<file path="src/rtl/pix_arb_pkg.sv">
// pix_arb_pkg
// Shared definitions for the pixel stream arbiter:
//   - arbiter state encoding (S_SYNC / S_STREAM)
//   - SYNC_TOKEN, the reserved data word that realigns downstream raster counters
//   - default raster geometry (H_TOTAL / V_TOTAL) and frames per grant
//   - pixel field bit positions {R[7:6], G[5:4], B[3:2], x[1:0]}
//   - mask_pixel(): clears the reserved low bits so pixel data never aliases SYNC_TOKEN
package pix_arb_pkg;

    localparam int DEF_H_TOTAL        = 800;
    localparam int DEF_V_TOTAL        = 525;
    localparam int DEF_FRAMES_PER_SRC = 4;
    localparam int POS_W              = 10;
    localparam int PIX_W              = 8;

    // Pixel field LSB positions
    localparam int PIX_R_LSB = 6;
    localparam int PIX_G_LSB = 4;
    localparam int PIX_B_LSB = 2;
    localparam int PIX_X_LSB = 0;

    localparam logic [PIX_W-1:0] SYNC_TOKEN    = 8'h03;
    // Keeps R/G/B, zeroes the x field
    localparam logic [PIX_W-1:0] PIX_KEEP_MASK = 8'hFF << PIX_B_LSB;

    typedef enum logic {
        S_SYNC   = 1'b0,
        S_STREAM = 1'b1
    } arb_state_e;

    // Producer data with the x field forced to zero
    function automatic logic [PIX_W-1:0] mask_pixel(input logic [PIX_W-1:0] raw);
        return raw & PIX_KEEP_MASK;
    endfunction

endpackage

</file>
<file path="src/rtl/pix_stream_arbiter_if.sv">
// pix_stream_arbiter_if
// Valid/accept pixel stream: data + stb from the producer, ack from the consumer.
// stb is held until ack; ack marks the transfer.
//   master : producer side (drives data, stb; receives ack)
//   slave  : consumer side (receives data, stb; drives ack)
interface pix_stream_arbiter_if;
    import pix_arb_pkg::*;

    logic [PIX_W-1:0] data;
    logic             stb;
    logic             ack;

    modport master (output data, output stb, input  ack);
    modport slave  (input  data, input  stb, output ack);

endinterface

</file>
<file path="src/rtl/pix_pos_counter.sv">
// pix_pos_counter
// Raster position counter: sx counts pixels within a line, sy counts lines.
//   clk, rst : clock, asynchronous active-low reset
//   clr      : synchronous clear of sx/sy (takes priority over en)
//   en       : advance one pixel
//   last     : high while the position is the final pixel of the frame
module pix_pos_counter
    import pix_arb_pkg::*;
#(
    parameter int H_TOTAL = DEF_H_TOTAL,
    parameter int V_TOTAL = DEF_V_TOTAL
) (
    input  logic clk,
    input  logic rst,
    input  logic clr,
    input  logic en,
    output logic last
);

    localparam logic [POS_W-1:0] H_LAST = POS_W'(H_TOTAL - 1);
    localparam logic [POS_W-1:0] V_LAST = POS_W'(V_TOTAL - 1);

    logic [POS_W-1:0] sx_r;
    logic [POS_W-1:0] sy_r;

    // Position registers: sx wraps at line end and carries into sy
    always_ff @(posedge clk or negedge rst) begin
        if (!rst) begin
            sx_r <= 10'd0;
            sy_r <= 10'd0;
        end else if (clr) begin
            sx_r <= 10'd0;
            sy_r <= 10'd0;
        end else if (en) begin
            if (sx_r == H_LAST) begin
                sx_r <= 10'd0;
                sy_r <= (sy_r == V_LAST) ? 10'd0 : sy_r + 10'd1;
            end else begin
                sx_r <= sx_r + 10'd1;
                sy_r <= sy_r;
            end
        end else begin
            sx_r <= sx_r;
            sy_r <= sy_r;
        end
    end

    assign last = (sx_r == H_LAST) && (sy_r == V_LAST);

endmodule

</file>
<file path="src/rtl/pix_stream_arbiter.sv">
// pix_stream_arbiter
// Frame-aligned arbiter sharing one pixel sink between two producers. Sources
// switch only at frame boundaries; every switch (and reset) emits SYNC_TOKEN
// first so the sink realigns its raster counters, then sync_o pulses.
// Optional build macro PIX_ARB_ROUNDROBIN_EN: grant alternates every
// FRAMES_PER_SRC frames and sel is ignored; without it the next grant is sel.
//   clk, rst          : clock, asynchronous active-low reset
//   sel               : requested source, applied at frame boundaries
//   src0, src1        : producer streams (slave side)
//   sink              : output stream toward the VGA driver (master side)
//   sync_o            : one-cycle pulse after SYNC_TOKEN is accepted
//   grant_o           : currently granted source
//   frame_done_o      : one-cycle pulse after the last pixel of a frame is accepted
module pix_stream_arbiter
    import pix_arb_pkg::*;
#(
    parameter int H_TOTAL        = DEF_H_TOTAL,
    parameter int V_TOTAL        = DEF_V_TOTAL,
    parameter int FRAMES_PER_SRC = DEF_FRAMES_PER_SRC
) (
    input  logic                 clk,
    input  logic                 rst,
    input  logic                 sel,
    pix_stream_arbiter_if.slave  src0,
    pix_stream_arbiter_if.slave  src1,
    pix_stream_arbiter_if.master sink,
    output logic                 sync_o,
    output logic                 grant_o,
    output logic                 frame_done_o
);

    arb_state_e       state_r, state_nxt_s;
    logic [PIX_W-1:0] data_r, data_nxt_s;
    logic             stb_r, stb_nxt_s;
    logic             ack0_r, ack0_nxt_s;
    logic             ack1_r, ack1_nxt_s;
    logic             sync_r, sync_nxt_s;
    logic             grant_r, grant_nxt_s;
    logic             fdone_r, fdone_nxt_s;

    logic             pos_en_s, pos_clr_s, last_s;
    logic             accept_s, free_s, switch_s, frame_end_s, next_grant_s;
    logic             gnt_stb_s, gnt_ack_s;
    logic [PIX_W-1:0] gnt_data_s;

    pix_pos_counter #(
        .H_TOTAL (H_TOTAL),
        .V_TOTAL (V_TOTAL)
    ) u_pos (
        .clk  (clk),
        .rst  (rst),
        .clr  (pos_clr_s),
        .en   (pos_en_s),
        .last (last_s)
    );

    assign accept_s    = stb_r & sink.ack;
    // Output register can take a new word when empty or being emptied this cycle
    assign free_s      = ~stb_r | sink.ack;
    assign frame_end_s = (state_r == S_STREAM) & accept_s & last_s;

    assign gnt_stb_s  = grant_r ? src1.stb  : src0.stb;
    assign gnt_data_s = grant_r ? src1.data : src0.data;
    // While the ack pulse is out the source still shows the old stb
    assign gnt_ack_s  = grant_r ? ack1_r    : ack0_r;

`ifdef PIX_ARB_ROUNDROBIN_EN
    logic [15:0] fcnt_r;
    logic        rr_wrap_s;

    assign rr_wrap_s    = (fcnt_r == 16'(FRAMES_PER_SRC - 1));
    assign next_grant_s = rr_wrap_s ? ~grant_r : grant_r;

    // Frames served by the current grant; clears when the grant toggles
    always_ff @(posedge clk or negedge rst) begin
        if (!rst) begin
            fcnt_r <= 16'd0;
        end else if (frame_end_s) begin
            fcnt_r <= rr_wrap_s ? 16'd0 : fcnt_r + 16'd1;
        end else begin
            fcnt_r <= fcnt_r;
        end
    end
`else
    assign next_grant_s = sel;
`endif

    // Next-state and next-output logic for the SYNC/STREAM controller
    always_comb begin
        state_nxt_s = state_r;
        data_nxt_s  = data_r;
        stb_nxt_s   = stb_r;
        ack0_nxt_s  = 1'b0;
        ack1_nxt_s  = 1'b0;
        sync_nxt_s  = 1'b0;
        fdone_nxt_s = 1'b0;
        grant_nxt_s = grant_r;
        pos_en_s    = 1'b0;
        pos_clr_s   = 1'b0;
        switch_s    = 1'b0;
        case (state_r)
            S_SYNC: begin
                if (!stb_r) begin
                    data_nxt_s = SYNC_TOKEN;
                    stb_nxt_s  = 1'b1;
                end else if (sink.ack) begin
                    stb_nxt_s   = 1'b0;
                    pos_clr_s   = 1'b1;
                    sync_nxt_s  = 1'b1;
                    state_nxt_s = S_STREAM;
                end else begin
                    stb_nxt_s = 1'b1;
                end
            end
            S_STREAM: begin
                if (accept_s) begin
                    stb_nxt_s = 1'b0;
                    pos_en_s  = 1'b1;
                    if (last_s) begin
                        fdone_nxt_s = 1'b1;
                        if (next_grant_s != grant_r) begin
                            grant_nxt_s = next_grant_s;
                            state_nxt_s = S_SYNC;
                            switch_s    = 1'b1;
                        end else begin
                            switch_s = 1'b0;
                        end
                    end else begin
                        fdone_nxt_s = 1'b0;
                    end
                end else begin
                    stb_nxt_s = stb_r;
                end
                // A switching boundary must not pull a pixel from the old source
                if (!switch_s && free_s && gnt_stb_s && !gnt_ack_s) begin
                    data_nxt_s = mask_pixel(gnt_data_s);
                    stb_nxt_s  = 1'b1;
                    if (grant_r) begin
                        ack1_nxt_s = 1'b1;
                    end else begin
                        ack0_nxt_s = 1'b1;
                    end
                end else begin
                    data_nxt_s = data_r;
                end
            end
            default: begin
                state_nxt_s = S_SYNC;
                stb_nxt_s   = 1'b0;
            end
        endcase
    end

    // State and output registers
    always_ff @(posedge clk or negedge rst) begin
        if (!rst) begin
            state_r <= S_SYNC;
            data_r  <= 8'h00;
            stb_r   <= 1'b0;
            ack0_r  <= 1'b0;
            ack1_r  <= 1'b0;
            sync_r  <= 1'b0;
            grant_r <= 1'b0;
            fdone_r <= 1'b0;
        end else begin
            state_r <= state_nxt_s;
            data_r  <= data_nxt_s;
            stb_r   <= stb_nxt_s;
            ack0_r  <= ack0_nxt_s;
            ack1_r  <= ack1_nxt_s;
            sync_r  <= sync_nxt_s;
            grant_r <= grant_nxt_s;
            fdone_r <= fdone_nxt_s;
        end
    end

    assign sink.data    = data_r;
    assign sink.stb     = stb_r;
    assign src0.ack     = ack0_r;
    assign src1.ack     = ack1_r;
    assign sync_o       = sync_r;
    assign grant_o      = grant_r;
    assign frame_done_o = fdone_r;

endmodule

</file>
<file path="src/flat_wrapper.sv">
// flat-port wrapper written by rule: the top's interface ports become plain ports
module pix_stream_arbiter_flat import pix_arb_pkg::*;
#(
    parameter int H_TOTAL        = DEF_H_TOTAL,
    parameter int V_TOTAL        = DEF_V_TOTAL,
    parameter int FRAMES_PER_SRC = DEF_FRAMES_PER_SRC
)
  (clk, rst, sel, sync_o, grant_o, frame_done_o, src0_data, src0_stb, src0_ack, src1_data, src1_stb, src1_ack, sink_data, sink_stb, sink_ack);
  pix_stream_arbiter_if src0_i ();
  pix_stream_arbiter_if src1_i ();
  pix_stream_arbiter_if sink_i ();
  input  logic clk;
  input  logic rst;
  input  logic sel;
  output logic sync_o;
  output logic grant_o;
  output logic frame_done_o;
  input wire logic [$bits(src0_i.data)-1:0] src0_data;
  input wire logic [$bits(src0_i.stb)-1:0] src0_stb;
  output wire logic [$bits(src0_i.ack)-1:0] src0_ack;
  input wire logic [$bits(src1_i.data)-1:0] src1_data;
  input wire logic [$bits(src1_i.stb)-1:0] src1_stb;
  output wire logic [$bits(src1_i.ack)-1:0] src1_ack;
  output wire logic [$bits(sink_i.data)-1:0] sink_data;
  output wire logic [$bits(sink_i.stb)-1:0] sink_stb;
  input wire logic [$bits(sink_i.ack)-1:0] sink_ack;
  assign src0_i.data = src0_data;
  assign src0_i.stb = src0_stb;
  assign src0_ack = src0_i.ack;
  assign src1_i.data = src1_data;
  assign src1_i.stb = src1_stb;
  assign src1_ack = src1_i.ack;
  assign sink_data = sink_i.data;
  assign sink_stb = sink_i.stb;
  assign sink_i.ack = sink_ack;
  pix_stream_arbiter #(.H_TOTAL(H_TOTAL), .V_TOTAL(V_TOTAL), .FRAMES_PER_SRC(FRAMES_PER_SRC)) u_core (.clk(clk), .rst(rst), .sel(sel), .src0(src0_i), .src1(src1_i), .sink(sink_i), .sync_o(sync_o), .grant_o(grant_o), .frame_done_o(frame_done_o));
endmodule
</file>
<file path="config.mk">
export PLATFORM = sky130hd
export DESIGN_NAME = pix_stream_arbiter_flat
export DESIGN_NICKNAME = d
export VERILOG_FILES = /design/src/rtl/pix_arb_pkg.sv /design/src/rtl/pix_stream_arbiter_if.sv /design/src/rtl/pix_pos_counter.sv /design/src/rtl/pix_stream_arbiter.sv /design/src/flat_wrapper.sv
export SDC_FILE = /design/constraint.sdc
export NUM_CORES = 1
export LEC_CHECK = 0
export BUFFER_PORTS_ARGS = -buffer_cell sky130_fd_sc_hd__buf_2
export CORE_ASPECT_RATIO = 0.75
export CORE_MARGIN = 2
export CORE_UTILIZATION = 54
export DETAILED_ROUTE_END_ITERATION = 7
export MAX_ROUTING_LAYER = met4
export PLACE_DENSITY_LB_ADDON = 0.08
export SYNTH_ARGS = -nofsm -noshare
export SYNTH_HDL_FRONTEND = slang
export SYNTH_SLANG_ARGS = --single-unit
</file>
<file path="constraint.sdc">
create_clock -name clk -period 2.4 [get_ports clk]
set_input_delay 0.24 -clock clk [delete_from_list [all_inputs] [get_ports clk]]
set_output_delay 0.24 -clock clk [all_outputs]
set_load 0.01 [all_outputs]
</file>
==> metrics.json, run 1 <==
{
  "sta": {
    "slew_viol_final": 0,
    "worst_clock_skew_ps": 7.23,
    "timing.slew.headroom_pct": 49.4,
    "final_min_period_over_clock_period_pct": 97.2,
    "hold_viol_final": 0,
    "max_clock_freq_mhz": 429,
    "unrepaired_setup_endpoints_after_global_routing": "false",
    "final.setup.worst_slack_ps": 67.0,
    "timing_worst_slew_pin_value_ps": 759,
    "setup-violations-final": 0,
    "period_minus_slack_ps": 2330,
    "final.setup.tns_ps": 0
  },
  "pwr": {
    "worst_ir_drop_vdd_uv": 561,
    "p_total_w": 0.00183,
    "powerDensity_nw_per_um2": 859,
    "leakage_nw": 0.954
  },
  "clock_tree": {
    "cts_hold_buf": 0,
    "ctsLongestPathBuffers": 2,
    "post_cts_resize_count": 0,
    "tritoncts": "yes",
    "htreeDepth": 2,
    "cts-buffers-inserted": 5,
    "post_cts.repair.setup_buffers": 0,
    "clock_latency_ps": 290,
    "clk_pin_slew_worst_paths_ps": 70,
    "clock_root_buffer": "sky130_fd_sc_hd__clkbuf_8",
    "cts.sinks": 34
  },
  "detailed_routing": {
    "drcViolationCount": 0,
    "routedWlPerCell_um": 15.3,
    "firstDrtPassIters": 4,
    "vias": 1524,
    "totalWireLength_um": 3990,
    "violation_count_after_the_first_detailed_route_iteration": 112,
    "ant_nets": 0,
    "post_drt_via_cell_ratio": 5.84
  },
  "die": {
    "dieHeight_um": 54.0,
    "design.die.area_um2": 3810,
    "core_box_area_um2": 3240,
    "die_w_um": 70.7,
    "starting_density_of_the_core_pct": 55.5,
    "rows": 18,
    "num_io_pins": 36
  },
  "placement": {
    "dp_worst_setup_slack_ps": 93.4,
    "placed_cells": 253,
    "io_buffer_count": 31,
    "dpl.hpwl_um": 2890,
    "gpl.final_weighted_congestion": 0.816
  },
  "yosys": {
    "post_synth_instance_area_um2": 1800,
    "synthCells": 180,
    "syn_avg_cell_area_um2": 10.0,
    "postSynth.asyncResetShare_pct": 100,
    "netlist.area_leader.share_pct": 47.3,
    "synth.largest_area_cell": "sky130_fd_sc_hd__dfrtp_1",
    "ys_ff_latch": 34,
    "yosys.cell_types.count": 45,
    "synth_area_leaders": "sky130_fd_sc_hd__dfrtp_1 47%, sky130_fd_sc_hd__nand2_1 4.4%, sky130_fd_sc_hd__mux2i_1 3.9%",
    "synth_seq_area_share_pct": 47.3,
    "synth_enable_flop_cells": 0,
    "synth.top_cells.by_count": "34 x sky130_fd_sc_hd__dfrtp_1, 21 x sky130_fd_sc_hd__nand2_1, 16 x sky130_fd_sc_hd__nor2_1, 9 x sky130_fd_sc_hd__nor3_1, 8 x sky130_fd_sc_hd__o21ai_0",
    "warnings_synthesis": 0,
    "post-synth-top-count-cell": "sky130_fd_sc_hd__dfrtp_1",
    "commonest_register_cell_after_synthesis": "sky130_fd_sc_hd__dfrtp_1",
    "synthesis.nets": 205
  },
  "min_path": {
    "worstHoldPathType": "primary input to async pin"
  },
  "worst_setup_path": {
    "r2r_start": "u_core.u_pos.sx_r[6]$_DFFE_PN0P_",
    "startpoint_type": "register",
    "worst_ep_arrival_time_ps": 2530,
    "timing.setup.critical_path_class": "register to register",
    "critical_path_peak_fanout": 8,
    "end_kind": "register",
    "timing.critical_path.required_ps": 2590,
    "crit_start": "u_core.u_pos.sx_r[6]$_DFFE_PN0P_"
  },
  "final_layout": {
    "syn_to_final_growth_pct": 18.4,
    "post-route-util_pct": 65.7,
    "antennaDiodeCount": 0,
    "final_layout_size_suffix_gt1_share_pct": 25.3,
    "number_of_nets_in_the_layout": 245,
    "fillers": 274,
    "final_cell_count_without_fillers": 261
  },
  "outcome": {
    "outcome": "finished clean"
  },
  "grt": {
    "grt_max_degree": 35,
    "grt_antenna_before_repair": 0,
    "global_route.usage.total_pct": 23.2,
    "first_pass_grt_wire_length_um": 6480,
    "first_global_vias": 1432,
    "globalRoute.totalOverflow": 0
  },
  "run": {
    "cap_violations": 0
  }
}
[per-stage QoR]
| stage | hold slack (ps) | cell area, µm² |
|---|---|---|
| final | 14.8 | 2130 |
| after global routing | 67.3 | 2130 |
| after CTS | 38.6 | 2130 |
| after detailed placement | 351 | 2030 |
| after global placement | 343 | 2030 |
| after floorplan | -55.6 | 1800 |
[power breakdown]
group	switching (W)	leakage [nW]	internal, W	total [W]
logic	0.000269	0.467	0.000255	0.000523
clock network	0.000214	0.0472	0.000230	0.000444
registers	0.000150	0.440	0.000711	0.000861
[worst paths after layout]
check | end | slack [ps] | depth (start not counted)
max in group asynchronous | u_core.u_pos.sx_r[8]$_DFFE_PN0P_ | 1900 | 1
min in group clk | u_core.grant_o$_DFFE_PN0P_ | 210 | 2
min | u_core.u_pos.sy_r[4]$_DFFE_PN0P_ | 10 | 1
min reg2reg | u_core.sink.data[4]$_DFFE_PN0P_ | 510 | 1
max | u_core.u_pos.sy_r[3]$_DFFE_PN0P_ | 70 | 4
max reg2reg | u_core.u_pos.sy_r[3]$_DFFE_PN0P_ | 70 | 4
[flip-flops by register name, indices dropped and copies added (netlist names)]
signal / count
u_core.frame_done_o: 1
u_core.src1.ack: 1
u_core.sync_o: 1
u_core.sink.data: 7
u_core.state_r: 1
u_core.grant_o: 1
u_core.u_pos.sx_r: 10
u_core.u_pos.sy_r: 10
u_core.sink.stb: 1
u_core.src0.ack: 1
[layout make-up]
type	instances	area, µm²	area share [%]
well taps	40	50.0	2.35
flip-flops and latches	34	851	40.0
clock buffers	6	82.6	3.88
repair buffers	39	215	10.1
clock inverters	2	12.5	0.588
inverters	5	18.8	0.881
multi-input cells	135	900	42.2
[worst max-delay path, cell delays in order (launching register included)]
cell and delay [ps]:
sky130_fd_sc_hd__dfrtp_1 420, sky130_fd_sc_hd__or4b_1 590, sky130_fd_sc_hd__o41a_1 520, sky130_fd_sc_hd__or3_1 430
sky130_fd_sc_hd__o31ai_1 280
[routing by layer]
| metal | part of all wire, % | global-route usage, % |
|---|---|---|
| met1 | 46 | 28.4 |
| met2 | 48 | 37.4 |
| met3 | 5.3 | 7.68 |
| met4 | 0.60 | 6.92 |
| met5 | 0 | - |
[layout by cell type (no fill, tap or decap), types with 6 or more instances in the layout]
cell,Yosys,final
sky130_fd_sc_hd__nand2_1,21,21
sky130_fd_sc_hd__dfrtp_1,34,34
sky130_fd_sc_hd__o21ai_0,8,8
sky130_fd_sc_hd__clkbuf_8,0,6
sky130_fd_sc_hd__a32o_1,6,6
sky130_fd_sc_hd__buf_4,1,8
sky130_fd_sc_hd__buf_2,3,31
sky130_fd_sc_hd__nor2_1,16,16
sky130_fd_sc_hd__nand4_1,6,6
sky130_fd_sc_hd__mux2i_1,7,7
sky130_fd_sc_hd__nor3_1,9,9
[cells by family (layout without fill, tap and decap cells)]
| family | count (synthesis) | after routing | share of synthesized area (%) |
|---|---|---|---|
| DFF | 34 | 34 | 47.3 |
| muxes | 9 | 9 | 5.15 |
| adders and majority gates | 3 | 3 | 2.09 |
| buffers and inverters | 11 | 52 | 2.71 |
| and+or+nand+nor | 83 | 83 | 25.3 |
| xor gates and xnor gates | 10 | 10 | 4.87 |
| AOI/OAI and AO/OA | 30 | 30 | 12.6 |
(Power assumes the default switching activity.)
==> run 2: changes to the inputs <==
--- a/config.mk
+++ b/config.mk
@@ -10,8 +10,9 @@
 export CORE_MARGIN = 2
 export CORE_UTILIZATION = 54
 export DETAILED_ROUTE_END_ITERATION = 7
+export GPL_TIMING_DRIVEN = 1
 export MAX_ROUTING_LAYER = met4
-export PLACE_DENSITY_LB_ADDON = 0.08
+export PLACE_DENSITY = 0.89
 export SYNTH_ARGS = -nofsm -noshare
 export SYNTH_HDL_FRONTEND = slang
 export SYNTH_SLANG_ARGS = --single-unit
==> run 2 against run 1 <==
  * Sequential share of layout area fell by 0.90 points
  * Clock skew rose by 1.8 ps
  * Register-to-register slack improved by 20 ps
  * Wire length fell by 5.3%
  * Clock power barely moved
  * Clock-buffer cell count did not move
==> metrics.json, run 2 (synthesis results as in run 1) <==
{
  "clock_tree": {
    "htreeDepth": {"value": 2, "change": "unchanged"},
    "cts-buffers-inserted": {"value": 5, "change": "unchanged"},
    "cts.sinks": {"value": 34, "change": "unchanged"},
    "clock_latency": {"value": 290, "unit": "ps", "change": "about the same"},
    "clock_root_buffer": "sky130_fd_sc_hd__clkbuf_8",
    "ctsLongestPathBuffers": {"value": 2, "change": "unchanged"},
    "tritoncts": "yes",
    "clk_pin_slew_worst_paths": {"value": 70, "unit": "ps", "change": "about the same"}
  },
  "worst_setup_path": {
    "timing.setup.critical_path_class": "register to register",
    "crit_start": "u_core.u_pos.sx_r[6]$_DFFE_PN0P_",
    "timing.critical_path.required": {"value": 2590, "unit": "ps", "change": "about the same"},
    "end_kind": "register",
    "r2r_end": "u_core.u_pos.sy_r[3]$_DFFE_PN0P_",
    "r2r_start": "u_core.u_pos.sx_r[6]$_DFFE_PN0P_",
    "critical_path_peak_fanout": {"value": 9, "change": "+1"},
    "worst-r2r-setup-slack": {"value": 90, "unit": "ps", "change": "+20 ps"},
    "startpoint_type": "register",
    "timing.reg2reg.worst_path_depth": {"value": 4, "change": "unchanged"},
    "worst_ep_arrival_time": {"value": 2500, "unit": "ps", "change": "-30 ps"}
  },
  "outcome": {
    "outcome": "finished clean"
  },
  "detailed_routing": {
    "ant_nets": {"value": 0, "change": "unchanged"},
    "vias": {"value": 1508, "change": "-1.0%"},
    "violation_count_after_the_first_detailed_route_iteration": {"value": 71, "change": "-37%"},
    "totalWireLength": {"value": 3780, "unit": "µm", "change": "-5.3%"},
    "post_drt_via_cell_ratio": {"value": 5.67, "change": "-2.9%"},
    "routedWlPerCell": {"value": 14.2, "unit": "µm", "change": "-7.1%"},
    "firstDrtPassIters": {"value": 4, "change": "unchanged"},
    "drcViolationCount": {"value": 0, "change": "unchanged"}
  },
  "sta": {
    "worst_clock_skew": {"value": 9.03, "unit": "ps", "change": "+1.80 ps"},
    "setup-violations-final": {"value": 0, "change": "unchanged"},
    "timing.slew.headroom": {"value": 50.5, "unit": "%", "change": "+1.1 points"},
    "slew_viol_final": {"value": 0, "change": "unchanged"},
    "final_min_period_over_clock_period": {"value": 96.3, "unit": "%", "change": "-0.95 points"},
    "period_minus_slack": {"value": 2310, "unit": "ps", "change": "-22.8 ps"},
    "max_clock_freq": {"value": 433, "unit": "MHz", "change": "+0.99%"},
    "hold_viol_final": {"value": 0, "change": "unchanged"},
    "final.setup.tns": {"value": 0, "unit": "ps", "change": "unchanged"},
    "timing_worst_slew_pin_value": {"value": 743, "unit": "ps", "change": "-16.0 ps"}
  },
  "pwr": {
    "powerDensity": {"value": 837, "unit": "nW/µm²", "change": "-2.5%"},
    "worst_ir_drop_vdd": {"value": 507, "unit": "µV", "change": "-9.7%"},
    "leakage": {"value": 0.976, "unit": "nW", "change": "+2.3%"},
    "p_total": {"value": 0.00182, "unit": "W", "change": "-0.30%"}
  },
  "die": {
    "die_w": {"value": 70.7, "unit": "µm", "change": "unchanged"},
    "dieHeight": {"value": 54.0, "unit": "µm", "change": "unchanged"},
    "starting_density_of_the_core": {"value": 55.5, "unit": "%", "change": "unchanged"},
    "core_box_area": {"value": 3240, "unit": "µm²", "change": "unchanged"},
    "rows": {"value": 18, "change": "unchanged"},
    "num_io_pins": {"value": 36, "change": "unchanged"},
    "design.die.area": {"value": 3810, "unit": "µm²", "change": "unchanged"}
  },
  "final_layout": {
    "fillers": {"value": 274, "change": "unchanged"},
    "number_of_nets_in_the_layout": {"value": 250, "change": "+2.0%"},
    "antennaDiodeCount": {"value": 0, "change": "unchanged"},
    "syn_to_final_growth_pct": 21.1,
    "postLayoutCellArea": {"value": 2180, "unit": "µm²", "change": "+2.3%"},
    "final_layout_size_suffix_gt1_share": {"value": 27.9, "unit": "%", "change": "+2.5 points"},
    "final_common_cell": "sky130_fd_sc_hd__dfrtp_1",
    "layout_common_cells": "34 x sky130_fd_sc_hd__dfrtp_1, 31 x sky130_fd_sc_hd__buf_2, 21 x sky130_fd_sc_hd__nand2_1"
  },
  "grt": {
    "globalRouteMet1Util": {"value": 29.4, "unit": "%", "change": "+1.0 points"},
    "first_pass_grt_wire_length": {"value": 6570, "unit": "µm", "change": "+1.4%"},
    "global_route.usage.total": {"value": 23.1, "unit": "%", "change": "-0.096 points"},
    "top_usage_layer": "met2",
    "grt_antenna_before_repair": {"value": 0, "change": "unchanged"},
    "grt_max_degree": {"value": 35, "change": "unchanged"},
    "globalRoute.totalOverflow": {"value": 0, "change": "unchanged"},
    "use_met3": {"value": 6.74, "unit": "%", "change": "-0.94 points"},
    "grt.met2_usage": {"value": 37.1, "unit": "%", "change": "-0.31 points"},
    "first_global_vias": {"value": 1415, "change": "-1.2%"}
  },
  "run": {
    "cap_violations": {"value": 0, "change": "unchanged"}
  },
  "placement": {
    "gpl.final_weighted_congestion": {"value": 0.777, "change": "-4.7%"},
    "io_buffer_count": {"value": 31, "change": "unchanged"},
    "dpl.hpwl": {"value": 2520, "unit": "µm", "change": "-13%"},
    "placed_cell_area": {"value": 2040, "unit": "µm²", "change": "+0.37%"}
  },
  "min_path": {
    "worstHoldPathType": "primary input to async pin"
  }
}
==> run 2: changes by cell type in the layout (fill, tap and decap cells not counted) <==
cell	previous run	this run
sky130_fd_sc_hd__a31oi_1	1	0
sky130_fd_sc_hd__buf_4	8	13
sky130_fd_sc_hd__nor3_1	9	8
sky130_fd_sc_hd__nor3_2	0	1
sky130_fd_sc_hd__a31oi_2	0	1
==> run 2: repair_timing <==
action | 4_1_cts | 5_1_grt
setup endpoints to repair | 0 | 10
setup buffers | 0 | 4
resized for setup | 0 | 2
endpoints found under the hold margin | 0 | 0
hold buffers | 0 | 0
==> run 2: per-layer routing <==
layer | share of wire, % | routed length, µm
met1 | 49 | 1850
met2 | 47 | 1790
met3 | 2.8 | 105
met4 | 0.95 | 36
met5 | 0 | 0
==> run 2: power breakdown <==
group	internal [W]	switching, W
sequential	0.000711	0.000145
clock	0.000230	0.000213
combinational	0.000260	0.000263
==> run 2: final cells by class <==
cell class	instances	area, µm²	share of cell area, %
Multi-Input combinational cell	135	911	41.8
Sequential cell	34	851	39.1
Timing Repair Buffer	44	253	11.6
Clock buffer	6	82.6	3.79
Tap cell	40	50.0	2.30
Inverter	5	18.8	0.862
Clock inverter	2	12.5	0.574
==> run 2: through the flow <==
step	util [%]	setup slack, ps	instances	hold WS, ps
final	67.2	89.8	266	12.7
after global routing	67.2	-20.7	266	67.3
after CTS	65.9	58.2	262	29.3
after detailed placement	63.0	93.4	254	348
after global placement	63.0	115	254	339
after floorplan	-	324	180	-55.6
==> run 2: worst max path at each step <==
stage,endpoint,slack [ps],cells past startpoint
final,u_core.u_pos.sy_r[3]$_DFFE_PN0P_,90,4
after global routing,u_core.u_pos.sy_r[3]$_DFFE_PN0P_,-20,4
after CTS,u_core.u_pos.sy_r[3]$_DFFE_PN0P_,60,4
after detailed placement,u_core.sink.data[6]$_DFFE_PN0P_,90,5
after global placement,u_core.u_pos.sy_r[3]$_DFFE_PN0P_,110,4
after floorplan,u_core.sink.data[2]$_DFFE_PN0P_,320,6
==> run 2: critical path: stages (launching register included) <==
cell,delay (ps)
sky130_fd_sc_hd__dfrtp_1,410
sky130_fd_sc_hd__or4b_1,600
sky130_fd_sc_hd__o41a_1,490
sky130_fd_sc_hd__or3_1,440
sky130_fd_sc_hd__o31ai_1,280
